===== config.mk =====
export PLATFORM = sky130hd
export DESIGN_NAME = control_unit
export DESIGN_NICKNAME = d
export VERILOG_FILES = /design/src/rtl/cpu_pkg.sv /design/src/rtl/control_unit.sv
export SDC_FILE = /design/constraint.sdc
export NUM_CORES = 1
export LEC_CHECK = 0
export BUFFER_PORTS_ARGS = -buffer_cell sky130_fd_sc_hd__buf_2
export CORE_ASPECT_RATIO = 1.25
export CORE_MARGIN = 1.5
export CORE_UTILIZATION = 35
export CTS_CLUSTER_DIAMETER = 60
export CTS_CLUSTER_SIZE = 28
export DETAILED_ROUTE_END_ITERATION = 10
export PLACE_DENSITY = 0.61
export SLEW_MARGIN = 10
export SYNTH_ARGS = -nofsm -noshare
export SYNTH_HDL_FRONTEND = slang
export SYNTH_SLANG_ARGS = --single-unit
export TNS_END_PERCENT = 50

===== constraint.sdc =====
create_clock -name clock -period 3 [get_ports clock]
set_clock_uncertainty 0.1 [all_clocks]
set_input_delay 0.15 -clock clock [delete_from_list [all_inputs] [get_ports clock]]
set_output_delay 0.15 -clock clock [all_outputs]
set_load 0.01 [all_outputs]

===== src/rtl/cpu_pkg.sv =====
// Opcode encodings, sequencer state enum and instruction-class decode helpers
// shared by the CPU control path.
package cpu_pkg;

  typedef logic [4:0] opcode_t;

  localparam opcode_t OP_LD   = 5'b00000;
  localparam opcode_t OP_LDI  = 5'b00001;
  localparam opcode_t OP_ST   = 5'b00010;
  localparam opcode_t OP_ADD  = 5'b00011;
  localparam opcode_t OP_SUB  = 5'b00100;
  localparam opcode_t OP_AND  = 5'b00101;
  localparam opcode_t OP_OR   = 5'b00110;
  localparam opcode_t OP_ROR  = 5'b00111;
  localparam opcode_t OP_ROL  = 5'b01000;
  localparam opcode_t OP_SHR  = 5'b01001;
  localparam opcode_t OP_SHRA = 5'b01010;
  localparam opcode_t OP_SHL  = 5'b01011;
  localparam opcode_t OP_ADDI = 5'b01100;
  localparam opcode_t OP_ANDI = 5'b01101;
  localparam opcode_t OP_ORI  = 5'b01110;
  localparam opcode_t OP_DIV  = 5'b01111;
  localparam opcode_t OP_MUL  = 5'b10000;
  localparam opcode_t OP_NEG  = 5'b10001;
  localparam opcode_t OP_NOT  = 5'b10010;
  localparam opcode_t OP_BRX  = 5'b10011;
  localparam opcode_t OP_JR   = 5'b10100;
  localparam opcode_t OP_JAL  = 5'b10101;
  localparam opcode_t OP_IN   = 5'b10110;
  localparam opcode_t OP_OUT  = 5'b10111;
  localparam opcode_t OP_MFHI = 5'b11000;
  localparam opcode_t OP_MFLO = 5'b11001;
  localparam opcode_t OP_NOP  = 5'b11010;
  localparam opcode_t OP_HALT = 5'b11011;

  // T0..T7 encode their own step number so the low bits double as a step index.
  typedef enum logic [3:0] {
    S_T0 = 4'd0, S_T1 = 4'd1, S_T2 = 4'd2, S_T3 = 4'd3,
    S_T4 = 4'd4, S_T5 = 4'd5, S_T6 = 4'd6, S_T7 = 4'd7,
    S_RST = 4'd8, S_HALT = 4'd9
  } state_t;

  function automatic logic is_alu3(opcode_t op);
    return (op >= OP_ADD) && (op <= OP_SHL);
  endfunction

  function automatic logic is_imm(opcode_t op);
    return (op >= OP_ADDI) && (op <= OP_ORI);
  endfunction

  function automatic logic is_unary(opcode_t op);
    return (op == OP_NEG) || (op == OP_NOT);
  endfunction

  function automatic logic is_muldiv(opcode_t op);
    return (op == OP_MUL) || (op == OP_DIV);
  endfunction

  function automatic logic is_mem(opcode_t op);
    return (op == OP_LD) || (op == OP_LDI) || (op == OP_ST);
  endfunction

  // Final execute step; single-step classes (and unused opcodes) end at T3.
  function automatic logic [2:0] last_step(opcode_t op);
    if ((op == OP_LD) || (op == OP_ST))                      return 3'd7;
    if (is_muldiv(op) || (op == OP_BRX))                     return 3'd6;
    if (is_alu3(op) || is_imm(op) || (op == OP_LDI))         return 3'd5;
    if (is_unary(op) || (op == OP_JAL))                      return 3'd4;
    return 3'd3;
  endfunction

endpackage


===== src/rtl/control_unit.sv =====
// Hardwired multi-cycle sequencer: fetch T0-T2, class-specific execute steps,
// Moore-decoded datapath controls, with reset/halt handling.
module control_unit
  import cpu_pkg::*;
(
  input  logic        clock,
  input  logic        reset,
  input  logic        stop,
  input  logic [31:0] ir,
  input  logic        con_ff,
  output logic [4:0]  opcode,
  output logic        Gra, Grb, Grc, Rin, Rout, BAout,
  output logic        PCout, PCin, incPC, IRin, MARin, MDRin, MDRout, read, write,
  output logic        Yin, Zin, ZLowOut, ZHighOut, HIin, LOin, HIout, LOout, Cout,
  output logic        InPortOut, OutPortIn, CONN_in, jal_flag, R15jal,
  output logic        run,
  output logic        clear
);

  state_t     state, state_nx;
  opcode_t    op;
  logic [3:0] step;
  logic       unused_ir;

  assign op        = ir[31:27];
  assign step      = state;
  assign unused_ir = ^ir[26:0];

  always_ff @(posedge clock or posedge reset) begin
    if (reset) state <= S_RST;
    else       state <= state_nx;
  end

  // stop only matters on the step that would otherwise return to T0
  always_comb begin
    state_nx = S_RST;
    case (state)
      S_RST:  state_nx = S_T0;
      S_HALT: state_nx = S_HALT;
      S_T0, S_T1, S_T2, S_T3, S_T4, S_T5, S_T6, S_T7: begin
        if ((state == S_T3) && (op == OP_HALT))   state_nx = S_HALT;
        else if (step[2:0] == last_step(op))      state_nx = stop ? S_HALT : S_T0;
        else                                      state_nx = state_t'(step + 4'd1);
      end
      default: state_nx = S_RST;
    endcase
  end

  always_comb begin
    {Gra, Grb, Grc, Rin, Rout, BAout} = '0;
    {PCout, PCin, incPC, IRin, MARin, MDRin, MDRout, read, write} = '0;
    {Yin, Zin, ZLowOut, ZHighOut, HIin, LOin, HIout, LOout, Cout} = '0;
    {InPortOut, OutPortIn, CONN_in, jal_flag, R15jal} = '0;
    opcode = OP_ADD;
    run    = 1'b1;
    clear  = 1'b0;
    case (state)
      S_RST:  begin run = 1'b0; clear = 1'b1; opcode = '0; end
      S_HALT: begin run = 1'b0; opcode = '0; end
      S_T0:   begin PCout = 1'b1; MARin = 1'b1; incPC = 1'b1; end
      S_T1:   begin read = 1'b1; MDRin = 1'b1; end
      S_T2:   begin MDRout = 1'b1; IRin = 1'b1; end
      default: begin
        if (is_alu3(op) || is_imm(op)) begin
          case (state)
            S_T3: begin Grb = 1'b1; Rout = 1'b1; Yin = 1'b1; end
            S_T4: begin
              Grc = is_alu3(op); Rout = is_alu3(op); Cout = is_imm(op);
              opcode = op; Zin = 1'b1;
            end
            S_T5: begin ZLowOut = 1'b1; Gra = 1'b1; Rin = 1'b1; end
            default: ;
          endcase
        end else if (is_unary(op)) begin
          case (state)
            S_T3: begin Grb = 1'b1; Rout = 1'b1; opcode = op; Zin = 1'b1; end
            S_T4: begin ZLowOut = 1'b1; Gra = 1'b1; Rin = 1'b1; end
            default: ;
          endcase
        end else if (is_muldiv(op)) begin
          case (state)
            S_T3: begin Gra = 1'b1; Rout = 1'b1; Yin = 1'b1; end
            S_T4: begin Grb = 1'b1; Rout = 1'b1; opcode = op; Zin = 1'b1; end
            S_T5: begin ZLowOut = 1'b1; LOin = 1'b1; end
            S_T6: begin ZHighOut = 1'b1; HIin = 1'b1; end
            default: ;
          endcase
        end else if (is_mem(op)) begin
          // base+offset address computation is shared by ld, ldi and st
          case (state)
            S_T3: begin Grb = 1'b1; BAout = 1'b1; Yin = 1'b1; end
            S_T4: begin Cout = 1'b1; Zin = 1'b1; end
            S_T5: begin
              ZLowOut = 1'b1;
              if (op == OP_LDI) begin Gra = 1'b1; Rin = 1'b1; end
              else MARin = 1'b1;
            end
            S_T6: begin
              MDRin = 1'b1;
              if (op == OP_ST) begin Gra = 1'b1; Rout = 1'b1; end
              else read = 1'b1;
            end
            S_T7: begin
              if (op == OP_ST) write = 1'b1;
              else begin MDRout = 1'b1; Gra = 1'b1; Rin = 1'b1; end
            end
            default: ;
          endcase
        end else if (op == OP_BRX) begin
          case (state)
            S_T3: begin Gra = 1'b1; Rout = 1'b1; CONN_in = 1'b1; end
            S_T4: begin PCout = 1'b1; Yin = 1'b1; end
            S_T5: begin Cout = 1'b1; Zin = 1'b1; end
            S_T6: begin ZLowOut = 1'b1; PCin = con_ff; end
            default: ;
          endcase
        end else if (op == OP_JAL) begin
          case (state)
            S_T3: begin PCout = 1'b1; R15jal = 1'b1; jal_flag = 1'b1; end
            S_T4: begin Gra = 1'b1; Rout = 1'b1; PCin = 1'b1; end
            default: ;
          endcase
        end else if (state == S_T3) begin
          case (op)
            OP_JR:   begin Gra = 1'b1; Rout = 1'b1; PCin = 1'b1; end
            OP_IN:   begin InPortOut = 1'b1; Gra = 1'b1; Rin = 1'b1; end
            OP_OUT:  begin Gra = 1'b1; Rout = 1'b1; OutPortIn = 1'b1; end
            OP_MFHI: begin HIout = 1'b1; Gra = 1'b1; Rin = 1'b1; end
            OP_MFLO: begin LOout = 1'b1; Gra = 1'b1; Rin = 1'b1; end
            default: ;
          endcase
        end
      end
    endcase
  end

endmodule


==> metrics.cfg <==
[detailed_routing]
vias=1783
routed_wl_um=4610
drt-wirelength-per-cell_um=15.0
ant_nets=0
drc_errors=0
avgViaCountPerCell=5.79
first_pass_iters=4
first_iter_violations=137

[sta]
setup_viol=0
hold_viol=0
fmax_mhz=379
fin_crit_sh_pct=88.0
hold_ws_ns=0.178
setup_ws_ns=0.360
slew_headroom_pct=65.0
rsz0062_at_grt=false
drv_slew=0
worst_pin_slew_ns=0.518
fin_tns_setup_ns=0
final.min_clock_period_ns=2.64

[final_layout]
post-route-util_pct=43.7
fin_cells=308
drive_above_1_share_pct=27.2
stdcell_area_um2=1680
largest_reg_flops=4
top_register=state
largestRegisters=state: 4 flops
syn_to_final_growth_pct=18.5
num_antenna_cells=0
n_fill_cell=432
fin_nets=295

[critical_path]
crit_type=reg -> out
endpoint_kind=output port
worstPathArrival_ns=2.39
critPathRequiredTime_ns=2.75
path_common_cell=a21oi_1
slowest_delay_ns=0.56
path_cells=inv_1 > ha_1 > nor2_1 > a21oi_1 > buf_4 > or4_4 > a21oi_1 > buf_2
cp_slowest_cell=or4_4
worstSetupStartpointType=register
critPathMaxFanout=12

[synthesis]
synth-seq-cells=4
synth_nets=262
synthFlopType=dfrtp_1
synth_edf_count=0
ys_async_sr_fraction_pct=100
synth_top_family_by_area=simple AND/OR/NAND/NOR gates
yosys-top-cells-count=25 x nor2_1, 23 x nand2_1, 18 x a21oi_1, 12 x o21ai_0, 10 x buf_2
synth.top_cell.area_share_pct=6.61
synth_xor_area_share_pct=1.23
synth.mux.area_fraction_pct=2.91
syn_inst=222
yosys.area_share.simple_pct=39.4
postSynthAreaPerCell_um2=6.39
ys_seq_area_share_pct=7.14
yosysUniqueCellTypes=61
synth_compound_area_share_pct=35.1
synth_area_leaders=nor2_1 6.6%, a21oi_1 6.3%, nand2_1 6.1%
syn_area_um2=1420
yosysWarnings=0
synth-adder-area-share_pct=3.53
yosys.area.top_type=nor2_1
yosysMostFrequentCell=nor2_1

[grt]
grt_max_degree=22
grt_first_pass_wirelength_um=7360
overflow=0
grt_pass1_vias=1561
antenna_found_initial=0
track_usage_pct=20.7

[clock_tree]
worst_skew_pair.late_latency_ns=0.21
htree_levels=1
cts_sinks=4
cts_made_buffers=3
post_cts_buffers=0
path_clk_slew_ns=0.03
cts-root-buf=clkbuf_8
clockBufferDepth=2
cts_tree=done

[floorplan]
start_util_pct=36.9
die_h_um=74.2
core-area_um2=3850
die-area_um2=4450
dieWidth_um=60.0
row_count=25
num_io_pins=72

[placement]
gp_congestion=0.905
placed_area_um2=1630
place_inst=303
port-buffer-count=44
hpwl_um=3400
place_ws_ns=0.603

[status]
status=finished, final reports clean

[worst_hold_path]
hold_class=in -> reg

[flow_run]
maxCapViolations=0

[power]
vdd_drop_max_mv=0.342
powerDensity_nw_per_um2=564
total_power_mw=0.948
p_leak_nw=0.733

critical path: cells and delay by family (launching register included):
family / cells / cell delay [ns]
AOI/OAI and AO/OA: 2 / 0.21
adders and majority gates: 1 / 0.32
buffers and inverters: 3 / 0.43
and+or+nand+nor: 2 / 0.76
DFF: 1 / 0.46
cell usage in the layout (no fill, tap or decap), types with 3 or more instances in the layout:
cell type	instances
dfrtp_1	3
mux2i_1	3
a21o_1	4
a211oi_1	3
o31ai_1	5
a31oi_1	3
o22ai_1	3
and2_1	7
nor2_1	25
ha_1	4
a22oi_1	4
nor3_1	7
clkbuf_8	3
buf_2	44
a21oi_1	18
buf_4	5
nand2b_1	6
o21ai_0	12
a221oi_1	3
nor2b_1	3
nand2_1	23
nand3_1	7
inv_1	8
metal layers:
layer	vias to the layer above	track usage, %	share of wire [%]
met4	0	4.94	0.80
met2	84	36.2	50
met5	-	0	0
li1	869	-	-
met1	826	27.4	43
met3	4	1.04	6.1
final timing paths:
| path | from | end | slack [ns] | cells after the start |
|---|---|---|---|---|
| max | state[0] | PCin | 0.36 | 8 |
| min | stop | state[0] | 0.18 | 3 |
| max reg2reg | state[0] | state[3] | 0.96 | 8 |
| min reg2reg | state[2] | state[2] | 0.57 | 2 |
| max in group asynchronous | reset | state[3] | 2.32 | 3 |
| min in group asynchronous | reset | state[0] | 0.25 | 3 |
what timing repair did:
action | 4_1_cts | 5_1_grt
hold endpoints to repair | 4 | 0
resized for setup | 0 | 0
hold buffers | 1 | 0
cell type report:
type	instances	area, um^2	share of cell area, %
Inverter	9	33.8	2.01
Tap cell	54	67.6	4.02
Multi-Input combinational cell	187	1170	69.3
Sequential cell	4	101	6.03
Timing Repair Buffer	50	268	15.9
Clock buffer	4	45.0	2.68
logic make-up after synthesis:
| logic type | Yosys count |
|---|---|
| adders and majority gates | 4 |
| DFF | 4 |
| muxes | 4 |
| buffers and inverters | 31 |
| and+or+nand+nor | 104 |
| AOI/OAI and AO/OA | 73 |
| xor gates and xnor gates | 2 |
power breakdown:
| group | leakage (nW) | internal [mW] | switching (mW) |
|---|---|---|---|
| clock | 0.0228 | 0.0906 | 0.0263 |
| sequential | 0.0503 | 0.0810 | 0.0453 |
| combinational | 0.660 | 0.279 | 0.425 |
Power figures use the tool's default switching activity.
